$ cat src/rtl/ibm_mc.sv
// ibm_mc: ingress buffer manager that filters packets by type and free buffers, truncates oversize
// packets, forwards flits with one-cycle latency and emits delayed per-packet metadata plus statistics.
module ibm_mc #(
  parameter int DW        = 134,
  parameter int TYPE_LSB  = 80,
  parameter int TYPE_MAX  = 4,
  parameter int MDW       = 24,
  parameter int IDW       = 8,
  parameter int FCW       = 5,
  parameter int MAX_FLITS = 128,
  parameter int MD_DLY    = 2,
  parameter int CNT_W     = 32
) (
  input  logic             clk,
  input  logic             rst_n,
  input  logic [DW-1:0]    in_data,
  input  logic             in_data_wr,
  input  logic             in_valid,
  input  logic [MDW-1:0]   in_tsn_md,
  input  logic             in_tsn_md_wr,
  input  logic [IDW-1:0]   in_buf_id,
  input  logic [FCW-1:0]   in_buf_free,
  output logic [FCW-1:0]   out_bufm_free,
  input  logic             cfg_drop_all,
  input  logic             stat_clr,
  output logic [DW-1:0]    out_data,
  output logic             out_data_wr,
  output logic             out_valid,
  output logic             out_valid_wr,
  output logic [MDW-1:0]   out_md,
  output logic             out_md_wr,
  output logic [CNT_W-1:0] stat_fwd,
  output logic [CNT_W-1:0] stat_drop,
  output logic [CNT_W-1:0] stat_trunc
);
  localparam int CW = $clog2(MAX_FLITS) + 1;
  typedef enum logic [1:0] {IDLE, TRANS, DISC} state_t;
  state_t r_state, w_state_nxt;
  logic [CW-1:0] r_cnt;
  logic [MDW-1:0] r_md_sh, r_md_pkt, w_md;
  logic [7:0] w_type, w_id;
  logic [DW-1:0] w_odata;
  logic w_head, w_tail, w_accept, w_fwd, w_force_tail, w_vwr, w_valid;
  logic w_inc_fwd, w_inc_drop, w_inc_trunc, w_latch;
  logic [MD_DLY-1:0] r_dv;
  logic [MDW-1:0] r_dm [MD_DLY];
  logic [DW-1:0] r_out_data;
  logic [MDW-1:0] r_out_md;
  logic r_out_data_wr, r_out_valid, r_out_valid_wr, r_out_md_wr;
  logic [CNT_W-1:0] r_fwd, r_drop, r_trunc;
  assign w_head = in_data_wr && in_data[DW-1:DW-2] == 2'b01;
  assign w_tail = in_data_wr && in_data[DW-1:DW-2] == 2'b10;
  assign w_type = in_data[TYPE_LSB +: 8];
  assign w_accept = (w_type == 8'd1 || w_type > 8'(TYPE_MAX)) && in_buf_free != '0 && !cfg_drop_all;
  assign w_md = in_tsn_md_wr ? in_tsn_md : r_md_sh;
  assign w_id = 8'(in_buf_id);
  assign w_odata = w_force_tail ? {2'b10, in_data[DW-3:0]} : in_data;
  assign out_bufm_free = in_buf_free;
  assign out_data = r_out_data;
  assign out_data_wr = r_out_data_wr;
  assign out_valid = r_out_valid;
  assign out_valid_wr = r_out_valid_wr;
  assign out_md = r_out_md;
  assign out_md_wr = r_out_md_wr;
  assign stat_fwd = r_fwd;
  assign stat_drop = r_drop;
  assign stat_trunc = r_trunc;
  always_ff @(posedge clk or negedge rst_n)
    if (!rst_n) r_state <= IDLE;
    else r_state <= w_state_nxt;
  always_comb begin
    w_state_nxt = r_state;
    w_fwd = 1'b0;
    w_force_tail = 1'b0;
    w_vwr = 1'b0;
    w_valid = 1'b0;
    w_inc_fwd = 1'b0;
    w_inc_drop = 1'b0;
    w_inc_trunc = 1'b0;
    w_latch = 1'b0;
    case (r_state)
      IDLE: if (w_head) begin
        w_fwd = w_accept;
        w_latch = w_accept;
        w_inc_drop = !w_accept;
        w_state_nxt = w_accept ? TRANS : DISC;
      end
      TRANS: if (in_data_wr) begin
        w_fwd = 1'b1;
        if (w_tail) begin
          w_vwr = 1'b1;
          w_valid = in_valid;
          w_inc_fwd = 1'b1;
          w_state_nxt = IDLE;
        end else if (r_cnt == CW'(MAX_FLITS - 1)) begin
          w_force_tail = 1'b1;
          w_vwr = 1'b1;
          w_inc_fwd = 1'b1;
          w_inc_trunc = 1'b1;
          w_state_nxt = DISC;
        end
      end
      DISC: w_state_nxt = w_tail ? IDLE : DISC;
      default: w_state_nxt = IDLE;
    endcase
  end
  always_ff @(posedge clk or negedge rst_n)
    if (!rst_n) begin
      r_cnt <= '0;
      r_md_sh <= '0;
      r_md_pkt <= '0;
      r_out_data <= '0;
      r_out_data_wr <= 1'b0;
      r_out_valid <= 1'b0;
      r_out_valid_wr <= 1'b0;
      r_out_md <= '0;
      r_out_md_wr <= 1'b0;
      r_dv <= '0;
      for (int i = 0; i < MD_DLY; i++) r_dm[i] <= '0;
      r_fwd <= '0;
      r_drop <= '0;
      r_trunc <= '0;
    end else begin
      r_cnt <= w_latch ? CW'(1) : w_fwd ? r_cnt + CW'(1) : r_cnt;
      r_md_sh <= in_tsn_md_wr ? in_tsn_md : r_md_sh;
      r_md_pkt <= w_latch ? {w_md[MDW-1:8], w_id} : r_md_pkt;
      r_out_data <= w_fwd ? w_odata : r_out_data;
      r_out_data_wr <= w_fwd;
      r_out_valid <= w_valid;
      r_out_valid_wr <= w_vwr;
      // each good tail enters its own delay slot so back-to-back packets never collide
      r_dv[0] <= w_vwr & w_valid;
      r_dm[0] <= r_md_pkt;
      for (int i = 1; i < MD_DLY; i++) begin
        r_dv[i] <= r_dv[i-1];
        r_dm[i] <= r_dm[i-1];
      end
      r_out_md_wr <= r_dv[MD_DLY-1];
      r_out_md <= r_dv[MD_DLY-1] ? r_dm[MD_DLY-1] : r_out_md;
      r_fwd <= (stat_clr ? '0 : r_fwd) + CNT_W'(w_inc_fwd);
      r_drop <= (stat_clr ? '0 : r_drop) + CNT_W'(w_inc_drop);
      r_trunc <= (stat_clr ? '0 : r_trunc) + CNT_W'(w_inc_trunc);
    end
endmodule

$ cat config.mk
export PLATFORM = sky130hd
export DESIGN_NAME = ibm_mc
export DESIGN_NICKNAME = d
export VERILOG_FILES = /design/src/rtl/ibm_mc.sv
export SDC_FILE = /design/constraint.sdc
export NUM_CORES = 1
export LEC_CHECK = 0
export CAP_MARGIN = 10
export CORE_MARGIN = 2
export CORE_UTILIZATION = 51
export DETAILED_ROUTE_END_ITERATION = 8
export PLACE_DENSITY = 0.86
export REMOVE_ABC_BUFFERS = 1
export SLEW_MARGIN = 20
export SYNTH_ARGS = -nofsm -noshare
export SYNTH_HDL_FRONTEND = slang
export SYNTH_SLANG_ARGS = --single-unit
$ cat constraint.sdc
create_clock -name clk -period 7.8 [get_ports clk]
set_input_delay 0.78 -clock clk [delete_from_list [all_inputs] [get_ports clk]]
set_output_delay 0.78 -clock clk [all_outputs]
set_load 0.05 [all_outputs]
==> After elaboration in Yosys (flattened, before gate mapping) <==
Cells that the tools add are included.
{ "word_totals": {"ff_bits": 366, "in_bits": 178, "output_inout_bits": 263, "wordCells": 73} }
{ "op_classes": {"add_sub_neg": 4, "n_lt_le_gt_ge": 1, "n_eq_ne": 9, "muxes": 30, "bitwise_logic": 1, "reduce_logical": 11} }
{ "ops": {"columns": ["cell", "n"], "rows": [
  ["$mux 134", 1],
  ["$add 32x1->32", 3],
  ["$mux 32", 3],
  ["$mux 24", 1],
  ["$mux 8", 2],
  ["$mux 1", 15],
  ["$mux 2", 6],
  ["$add 8x1->8 const B", 1],
  ["$eq 8x1->1 const B", 1],
  ["$eq 8x7->1 const B", 1],
  ["$gt 8x3->1 const B", 1],
  ["$pmux 2 s3", 1],
  ["$reduce_bool 5->1", 1],
  ["$eq 2x1->1 const B", 2],
  ["$eq 2x2->1 const B", 2],
  ["$logic_and 1x1->1", 4],
  ["$ne 2x2->1 const B", 2],
  ["$ne 3x3->1 const B", 1],
  ["$reduce_and 3->1", 1],
  ["$logic_not 1->1", 2],
  ["$logic_not 2->1", 1],
  ["$pmux 1 s2", 1],
  ["$reduce_bool 2->1", 1],
  ["$and 1x1->1", 1],
  ["$logic_or 1x1->1", 1]
]} }

==> Depth between registers and ports, before layout <==
Gate-level depths: netlist of run 1.
{ "depth": {"word_depth": 8, "ltp_mapped": 12, "depth_no_buf": 10} }

==> Worst setup path after synthesis of run 1 <==
OpenSTA, ideal clock, no wires.
{ "synth_timing": {"kind": "input -> register", "start": "in in_buf_free[0]", "end": "reg r_drop[22] (netlist: stat_drop[22])", "setup_ps": 125, "arrival_ps": 3396, "required_time_ps": 7675, "slack_ps": 4279, "stages": 11, "path_buffers": 1, "cell_sequence": "or4_1 > o21bai_1 > nor2_1 > nor2_1 > ha_1 > ha_1 > nand2_1 > or4_1 > buf_2 > nor4_1 > mux2_2"} }
{ "synth_between": {"elab_chain_cells": 7} }
{ "synth_rtl": {"columns": ["item", "line", "source"], "rows": [
  ["from (decl)", "22", "input logic [FCW-1:0] in_buf_free,"],
  ["$reduce_bool 5->1", "54", "assign w_accept = (w_type == 8'd1 || w_type > 8'(TYPE_MAX)) && in_buf_free != '0 && !cfg_drop_all;"],
  ["$logic_and 1x1->1 (2 in series)", "54", null],
  ["$logic_not 1->1", "85", "w_inc_drop = !w_accept;"],
  ["$mux 1", "82", "IDLE: if (w_head) begin"],
  ["$mux 1", "81", "case (r_state)"],
  ["$add 32x1->32", "141", "r_drop <= (stat_clr ? '0 : r_drop) + CNT_W'(w_inc_drop);"],
  ["to (signal assigned)", "141", null],
  ["to (decl)", "50", "logic [CNT_W-1:0] r_fwd, r_drop, r_trunc;"]
]} }
Every way passes these cells.
A chain may end at the register's enable or synchronous reset.

==> Worst setup path after layout of run 1 <==
{ "layout_timing": {"start": "in in_buf_free[3]", "end": "reg r_drop[22] (netlist: stat_drop[22])"} }
The elaborated chain is that of the path after synthesis.

==> results of run 1 <==
## routing by layer
metal | global-route usage [%] | vias up | routed length, µm
met1 | 28.70 | 5166 | 13570
li1 | - | 4668 | -
met5 | 0 | - | 0
met2 | 42.97 | 395 | 18820
met3 | 6.508 | 79 | 2773
met4 | 9.473 | 0 | 1341
## layout by cell type (no fill, tap or decap), drive strengths merged, types with 3 or more instances in the layout
cell type and instances:
inv 19, ha 10, clkinv 7, nand3 28, nor4 13, and4b 3, and3 6, clkdlybuf4s50 430
diode 3, nand2 40, clkbuf 54, nand4 28, or4 32, buf 8, a21oi 29, xor2 19
nor2 68, and2 5, dfrtp 358, nor2b 26, xnor2 31, and4 9, nand2b 15, nor3 20
o21ai 8, or3 8, o31ai 25, mux2 216
## state kept, by name, summed over array words and instances, names as in the netlist
signal        count
stat_fwd         32
r_state           2
out_data_wr       1
r_md_sh          16
r_cnt             8
out_valid         1
r_dv              2
r_dm             48
out_data        134
stat_drop        32
out_md_wr         1
out_valid_wr      1
r_md_pkt         24
out_md           24
stat_trunc       32
## power by group
| group | internal [mW] | switching [mW] | total, mW |
|---|---|---|---|
| clock network | 1.02 | 0.726 | 1.74 |
| logic | 1.00 | 1.75 | 2.75 |
| registers | 2.42 | 0.266 | 2.69 |
| total | 4.44 | 2.75 | 7.19 |
## cell type report
cell class	instances	area (µm²)	share of cell area (%)
multi-input combinational	654	5154	25.41
clock buffer	54	1101	5.429
timing repair buffer	438	4417	21.78
tap	378	473.0	2.332
inverter	17	63.81	0.3146
antenna	3	7.507	0.03702
sequential	358	8960	44.18
clock inverter	11	105.1	0.5182
## worst register-to-register path, stage by stage, from the launching register on
cell and delay, ps:
sky130_fd_sc_hd__dfrtp_1 400, sky130_fd_sc_hd__inv_1 90, sky130_fd_sc_hd__ha_1 290, sky130_fd_sc_hd__nand4_1 200
sky130_fd_sc_hd__nor4b_1 630, sky130_fd_sc_hd__ha_1 290, sky130_fd_sc_hd__ha_1 200, sky130_fd_sc_hd__and4_1 370
sky130_fd_sc_hd__nand4_1 240, sky130_fd_sc_hd__or4_1 450, sky130_fd_sc_hd__a21oi_1 150
## cells by family after synthesis
kind of cell,count (synthesis)
XOR/XNOR,50
AO/OA/AOI/OAI,67
flip-flops,358
multiplexers,218
adder cells (fa/ha/maj),10
buffers and inverters,77
AND/OR/NAND/NOR,309
## worst paths after layout
path	start	end	slack (ps)	cells after the start
setup / recovery	in_buf_free[3]	stat_drop[22]	3500	11
hold / removal	rst_n	out_data[105]	250	1
setup reg to reg	r_state[1]	stat_trunc[18]	4420	10
hold reg to reg	r_dm[42]	r_dm[18]	350	0
max in group asynchronous	rst_n	out_data[32]	6080	2
min in group clk	r_dm[42]	r_dm[18]	350	0
==> results.yml, run 1 <==
outcome:
  status: "complete, no violations"
synthesis:
  synth.lib_cells_used.distinct: 45
  synth_compound_area_share_pct: 2.858
  post_synth_edffs: 0
  synth-xor-area-share_pct: 3.022
  netlist.area_leader.share_pct: 61.82
  largest_family_of_logic_cells_by_synthesized_area: "multiplexers"
  ys_seq_area_share_pct: 61.82
  flops_latches_synth: 358
  syn_inst: 1089
  share_of_synthesized_area_spent_on_multiplexers_pct: 16.92
  synth.avg_cell_area_um2: 13.31
  netlist.top_cell.by_area: "sky130_fd_sc_hd__dfrtp_1"
  synthAdderAreaFrac_pct: 0.8634
  ys_top_cells_by_count: "sky130_fd_sc_hd__dfrtp_1, sky130_fd_sc_hd__mux2_2, sky130_fd_sc_hd__nor2_1"
  post-synth-top-count-cell: "sky130_fd_sc_hd__dfrtp_1"
  synth-async-reset-ratio_pct: 100.0
  synth.yosys.warnings: 0
  post_synthesis_instance_area_mm2: 0.01449
  simple_gate_share_of_the_synthesized_area_pct: 11.85
  post_synth_main_area_contributors: "sky130_fd_sc_hd__dfrtp_1, sky130_fd_sc_hd__mux2_2, sky130_fd_sc_hd__mux2_1"
  yosys_most_used_dff: "sky130_fd_sc_hd__dfrtp_1"
die:
  die-width_um: 172.6
  initial_core_util_pct: 52.02
  design.core.area_mm2: 0.02786
  row_count: 61
  floorplan.io_pins: 441
  die_area_mm2: 0.02978
  fp.dieH_um: 172.6
timing:
  fin_worst_hold_slack_ps: 249.7
  timing.max_slew.rel_slack_pct: 36.46
  layout_worst_path_cycle_share_pct: 55.15
  timing.clock.skew_ps: 14.96
  timing.fmax_ghz: 0.2325
  unrepaired_setup_endpoints_after_global_routing: "false"
  setup_viol: 0
  drv_slew: 0
  setup_total_negative_slack_ps: 0
  tightestPinTransition_ps: 953.1
  hold_viol_final: 0
  finalCriticalPeriod_ps: 4302
  layout_setup_ws_ps: 3498
routing:
  routed_wl_um: 36500
  routed_via_density: 5.388
  detail_route_antenna_nets: 0
  route.vias.total: 10310
  dr.pass1.iters: 5
  initial_detailed_routing_violation_count: 769
  remaining_drc_errors: 0
  drt-wirelength-per-cell_um: 19.08
grt:
  grt_antenna_before_repair: 4
  grt_max_degree: 199
  vias_in_the_first_global_route: 10790
  overall_global_routing_usage_pct: 24.46
  grt_first_pass_wirelength_um: 58610
  overflow: 0
placed_design:
  numPortBuffers: 432
  place.detailed.instances: 1844
  detailed_place.area_mm2: 0.01904
  gpl.final_weighted_congestion: 0.8236
  post-dp-hpwl_um: 25490
  pre_cts_slack_ps: 3028
clocking:
  worstSkewPairLatency_ps: 530
  clock-sinks: 358
  post_cts_buffers: 0
  cts-buffers-inserted: 38
  tritoncts: "yes"
  cts_resized: 0
  htreeDepth: 2
  cts-hold-fix-buffers: 0
  largest_buffer_count_on_any_clock_path: 3
  clk_pin_slew_worst_paths_ps: 60
  cts_root_buf: "sky130_fd_sc_hd__clkbuf_16"
layout:
  area.growth.synth_to_final_pct: 39.95
  final_nets: 1695
  stdcell_area_mm2: 0.02028
  finalNonFillerCells: 1913
  post-route-util_pct: 72.80
  num-fill-cells: 1847
  post_route_cells_drive_above_1_share_pct: 15.73
setup_path:
  worstPathBufferInverterCount: 1
  critPathArrivalTime_ps: 4690
  worst_setup_path_end_kind: "flop"
  timing_worst_setup_path_type: "input port to flop"
  cp_peak_stage_delay_ps: 800
  crit_path_start_kind: "input port"
  timing.critical_path.fanout_max: 20
  crit_path_top_delay_cell: "sky130_fd_sc_hd__or4_1"
  worstPathRequired_ps: 8190
  path_cells: "clkdlybuf4s50_1 > or4_1 > o21bai_1 > nor2_1 > nor2_1 > ha_1 > ha_1 > nand2_1 > or4_1 > nor4_1 > mux2_2"
  crit_family: "simple AND/OR/NAND/NOR gates"
job:
  timing.max_cap.violations: 0
worst_hold_path:
  holdCritPathClass: "input port to async pin"
power:
  power_mw: 7.186
  power.density_mw_per_mm2: 354.3
  ir_worst_vdd_v: 0.0003471
  leakage_nw: 8.536
Power figures use the tool's default switching activity.
==> run 2: changes to the inputs <==
--- a/config.mk
+++ b/config.mk
@@ -6,10 +6,11 @@
 export NUM_CORES = 1
 export LEC_CHECK = 0
 export CAP_MARGIN = 10
+export CORE_ASPECT_RATIO = 1.5
 export CORE_MARGIN = 2
-export CORE_UTILIZATION = 51
+export CORE_UTILIZATION = 47
 export DETAILED_ROUTE_END_ITERATION = 8
-export PLACE_DENSITY = 0.86
+export PLACE_DENSITY = 0.8
 export REMOVE_ABC_BUFFERS = 1
 export SLEW_MARGIN = 20
 export SYNTH_ARGS = -nofsm -noshare
==> constraint.sdc (replaced) <==
create_clock -name clk -period 3.96 [get_ports clk]
set_input_delay 0.396 -clock clk [delete_from_list [all_inputs] [get_ports clk]]
set_output_delay 0.396 -clock clk [all_outputs]
set_load 0.05 [all_outputs]
==> results.yml, run 2 (synthesis results as in run 1) <==
clocking:
  cts_root_buf: "sky130_fd_sc_hd__clkbuf_16"
  cts-buffers-inserted: 35
  clock-sinks: 358
  cts-hold-fix-buffers: 0
  cts_resized: 0
  tritoncts: "yes"
  largest_buffer_count_on_any_clock_path: 3
  post_cts_buffers: 0
  worstSkewPairLatency_ps: 530
  htreeDepth: 2
  clk_pin_slew_worst_paths_ps: 60
layout:
  area.growth.synth_to_final_pct: 40.66
  mostFrequentLayoutCell: "sky130_fd_sc_hd__clkdlybuf4s50_1"
  num-fill-cells: 2199
  post_route_cells_drive_above_1_share_pct: 16.14
  largest_reg_flops: 134
  post-route-util_pct: 67.16
  final_nets: 1707
  most-common-layout-cells: "sky130_fd_sc_hd__clkdlybuf4s50_1, sky130_fd_sc_hd__dfrtp_1, sky130_fd_sc_hd__mux2_2"
setup_path:
  critPathArrivalTime_ps: 3760
  worst_setup_startpoint: "in_buf_free[0]"
  worstPathRequired_ps: 4380
  worstReg2RegEnd: "stat_trunc[18]"
  crit_path_top_delay_cell: "sky130_fd_sc_hd__or4_1"
  timing_worst_setup_path_type: "input port to flop"
  crit_path_start_kind: "input port"
  worst_setup_path_end_kind: "flop"
  cp_peak_stage_delay_ps: 520
  crit_end: "stat_drop[22]"
  rr_worst_depth: 10
  regToRegSetupSlack_ps: 700
  rr_startpoint: "r_state[1]"
  path_cells: "clkdlybuf4s50_1 > or4_1 > o21bai_1 > nor2_1 > nor2_1 > ha_1 > ha_1 > nand2_1 > or4_1 > buf_4 > nor4_1 > mux2_2"
  timing.critical_path.fanout_max: 20
routing:
  remaining_drc_errors: 0
  initial_detailed_routing_violation_count: 443
  dr.pass1.iters: 5
  route.vias.total: 10250
  routed_wl_um: 37420
  detail_route_antenna_nets: 0
  routed_via_density: 5.269
  drt-wirelength-per-cell_um: 19.24
die:
  die_area_mm2: 0.03228
  floorplan.io_pins: 441
  design.core.area_mm2: 0.03035
  die-width_um: 147.4
  fp.dieH_um: 219.1
  row_count: 78
  initial_core_util_pct: 47.75
power:
  power_mw: 14.07
  ir_worst_vdd_v: 0.0006839
  leakage_nw: 8.586
  power.density_mw_per_mm2: 690.1
timing:
  tightestPinTransition_ps: 983.6
  layout_worst_path_cycle_share_pct: 84.38
  fin_worst_hold_slack_ps: -8.390
  hold_viol_final: 10
  timing.fmax_ghz: 0.2993
  unrepaired_setup_endpoints_after_global_routing: "false"
  finalCriticalPeriod_ps: 3342
  timing.max_slew.rel_slack_pct: 34.43
  drv_slew: 0
  timing.clock.skew_ps: 16.50
  setup_viol: 0
outcome:
  status: "finished with violations"
  failed_checks: "hold timing"
placed_design:
  post-dp-hpwl_um: 27100
  gpl.final_weighted_congestion: 0.8069
  numPortBuffers: 432
grt:
  grt_antenna_before_repair: 0
  use_met1_pct: 26.23
  grt_first_pass_wirelength_um: 58100
  top_usage_layer: "met2"
  overall_global_routing_usage_pct: 22.85
  overflow: 0
  grt_max_degree: 129
  grt.met3_usage_pct: 5.634
  grt_use_met2_pct: 41.26
  vias_in_the_first_global_route: 10690
job:
  timing.max_cap.violations: 0
worst_hold_path:
  holdCritPathClass: "input port to async pin"
run 2: cell types whose count changed in the layout (fill, tap and decap cells not counted), sizes merged:
cell / change
clkinv: -1
buf: +15
clkbuf: -4
diode: -1
bufinv: +1
run 2: worst max-delay path, delay by kind of cell:
kind / cells / cell delay [ps]
mux: 1 / 370
buf+inv: 2 / 630
fa+ha+maj: 2 / 410
compound gates: 1 / 300
simple gates: 6 / 1650
run 2: area by class of cell:
class	count	area, µm²	area share (%)
flip-flops and latches	358	8959	43.95
multi-input cells	654	5154	25.28
repair buffers	453	4572	22.43
clock buffers	50	1003	4.923
well taps	400	500.5	2.455
clock inverters	11	126.4	0.6200
inverters	17	63.81	0.3131
diodes	2	5.005	0.02455
run 2: through the flow:
stage	cells	setup TNS (ps)	hold slack [ps]	cell area, µm²	setup slack [ps]
CTS	1943	0	19.98	20380	604.0
global route	1943	0	69.67	20380	356.9
detailed placement	1882	0	334.7	19250	56.08
global placement	1882	0	331.6	19250	133.4
finish	1945	0	-8.390	20380	618.5
floorplan	1029	-154670	100.4	14170	-1194
run 2: metal layers:
| layer | up-vias | routed length, µm | share of wire (%) |
|---|---|---|---|
| li1 | 4697 | - | - |
| met1 | 5163 | 13770 | 37 |
| met2 | 322 | 19970 | 53 |
| met3 | 66 | 2454 | 6.6 |
| met4 | 0 | 1230 | 3.3 |
| met5 | - | 0 | 0 |
run 2: worst min-delay path by stage:
| stage | end | slack (ps) | cells past startpoint |
|---|---|---|---|
| floorplan | out_data[0] | 100 | 0 |
| finish | r_md_sh[8] | -8 | 1 |
| detailed placement | r_dm[15] | 330 | 0 |
| global route | r_dm[37] | 70 | 1 |
| CTS | r_dm[43] | 20 | 1 |
| global placement | r_dm[18] | 330 | 0 |
run 2: where the power goes:
group,internal [mW],total (mW),switching [mW]
Sequential,4.77,5.27,0.504
Clock,1.91,3.29,1.39
Combinational,1.99,5.50,3.52
==> edit, RTL diff (config.mk and constraints of run 1) <==
Reset style: synchronous (`rst_n`), changed in 2 clocked blocks.
--- a/src/rtl/ibm_mc.sv
+++ b/src/rtl/ibm_mc.sv
@@ -65,7 +65,7 @@
   assign stat_fwd = r_fwd;
   assign stat_drop = r_drop;
   assign stat_trunc = r_trunc;
-  always_ff @(posedge clk or negedge rst_n)
+  always_ff @(posedge clk)
     if (!rst_n) r_state <= IDLE;
     else r_state <= w_state_nxt;
   always_comb begin
@@ -104,7 +104,7 @@
       default: w_state_nxt = IDLE;
     endcase
   end
-  always_ff @(posedge clk or negedge rst_n)
+  always_ff @(posedge clk)
     if (!rst_n) begin
       r_cnt <= '0;
       r_md_sh <= '0;
Behaviour: differs if rst_n is asserted again (counterexample within 4 cycles, from zero or initial values and one cycle with rst_n low); with rst_n held inactive, the same outputs for 4 cycles.
==> edit against run 1 <==
Worst setup slack better by 470 ps; core utilization up 1.2 points; register-to-register slack worse by 120 ps; sequential cell count did not move; routed wire length grew 7.4%; cell area is 5.5% lower; area after synthesis decreased by 7.8%; cell count rose by 19%; critical endpoint is now stat_drop[28]; largest cell class unchanged; highest routed layer unchanged.
Power is not compared: it rests on default switching activity, and its combinational part moved more than twofold at a synthesized area within 25%.
==> edit: results (changes against run 1) <==
fin_cells: 2269  # was 1913
ys_seq_area_share_pct: 53.7  # was 61.8%
status: "completed"  # unchanged
cp_slowest_cell: "nor3_2"  # was or4_1
syn_avg_cell_area_sq_um: 8.81  # was 13.3 sq um
gp_congestion: 0.858  # was 0.824
drt-wirelength-per-cell_um: 17.3  # was 19.1 um
path_max_fanout: 10  # was 20
yosys.cell_types.count: 51  # was 45
fillCellCount: 1749  # was 1847
synthTopCellsByCount: "dfxtp_1, nand2_1, nor2_1"  # was dfrtp_1, mux2_2, nor2_1
dpl_cell_area_sq_um: 17800  # was 19000 sq um
nets: 2092  # was 1695
dp_cells: 2198  # was 1844
synth-adder-area-share_pct: 0.937  # was 0.863%
grt_use_total_pct: 27.2  # was 24.5%
synthArstFlopShare_pct: 0  # was 100%
vias: 12000  # was 10300
synth_top_area_share_pct: 53.7  # was 61.8%
skew_ps: 17.7  # was 15.0 ps
met2_length_um: 19300  # was 18800 um
synth_area_leaders: "dfxtp_1, nand2_1, a21oi_1"  # was dfrtp_1, mux2_2, mux2_1
hold_path.class: "reg2reg"  # was in2async
grt_pass1_wl_um: 61600  # was 58600 um
dpl_worst_slack_ps: 3450  # was 3030 ps
layout-drive-gt1-share_pct: 4.40  # was 15.7%
relSlewSlack_pct: 28.2  # was 36.5%
arrival_ps: 4210  # was 4690 ps
-- edit: worst paths after layout --
check	end	cells after the start	from	slack (ps)
setup / recovery	stat_drop[28]	12	in_data[83]	3970
hold / removal	r_dm[1][16]	1	r_dm[0][16]	430
setup reg to reg	stat_trunc[29]	10	r_state[1]	4300
hold reg to reg	r_dm[1][16]	1	r_dm[0][16]	430
-- edit: power by group --
part           internal [mW]  switching (mW)
clock network           1.18           0.721
logic                  0.174           0.260
registers               1.88          0.0223
total                   3.23            1.00
-- edit: layout make-up --
class | count | area (sq um) | area share, %
well taps | 335 | 419 | 2.19
clock inverters | 12 | 233 | 1.21
flip-flops and latches | 358 | 7170 | 37.4
multi-input cells | 1048 | 5760 | 30.0
repair buffers | 441 | 4420 | 23.1
diodes | 3 | 7.51 | 0.0392
inverters | 17 | 68.8 | 0.359
clock buffers | 55 | 1090 | 5.71
-- edit: routing by layer --
layer	GRT usage (%)	vias up
li1	-	5806
met1	30.2	5656
met2	48.1	469
met3	7.20	107
met4	13.5	0
met5	0	-
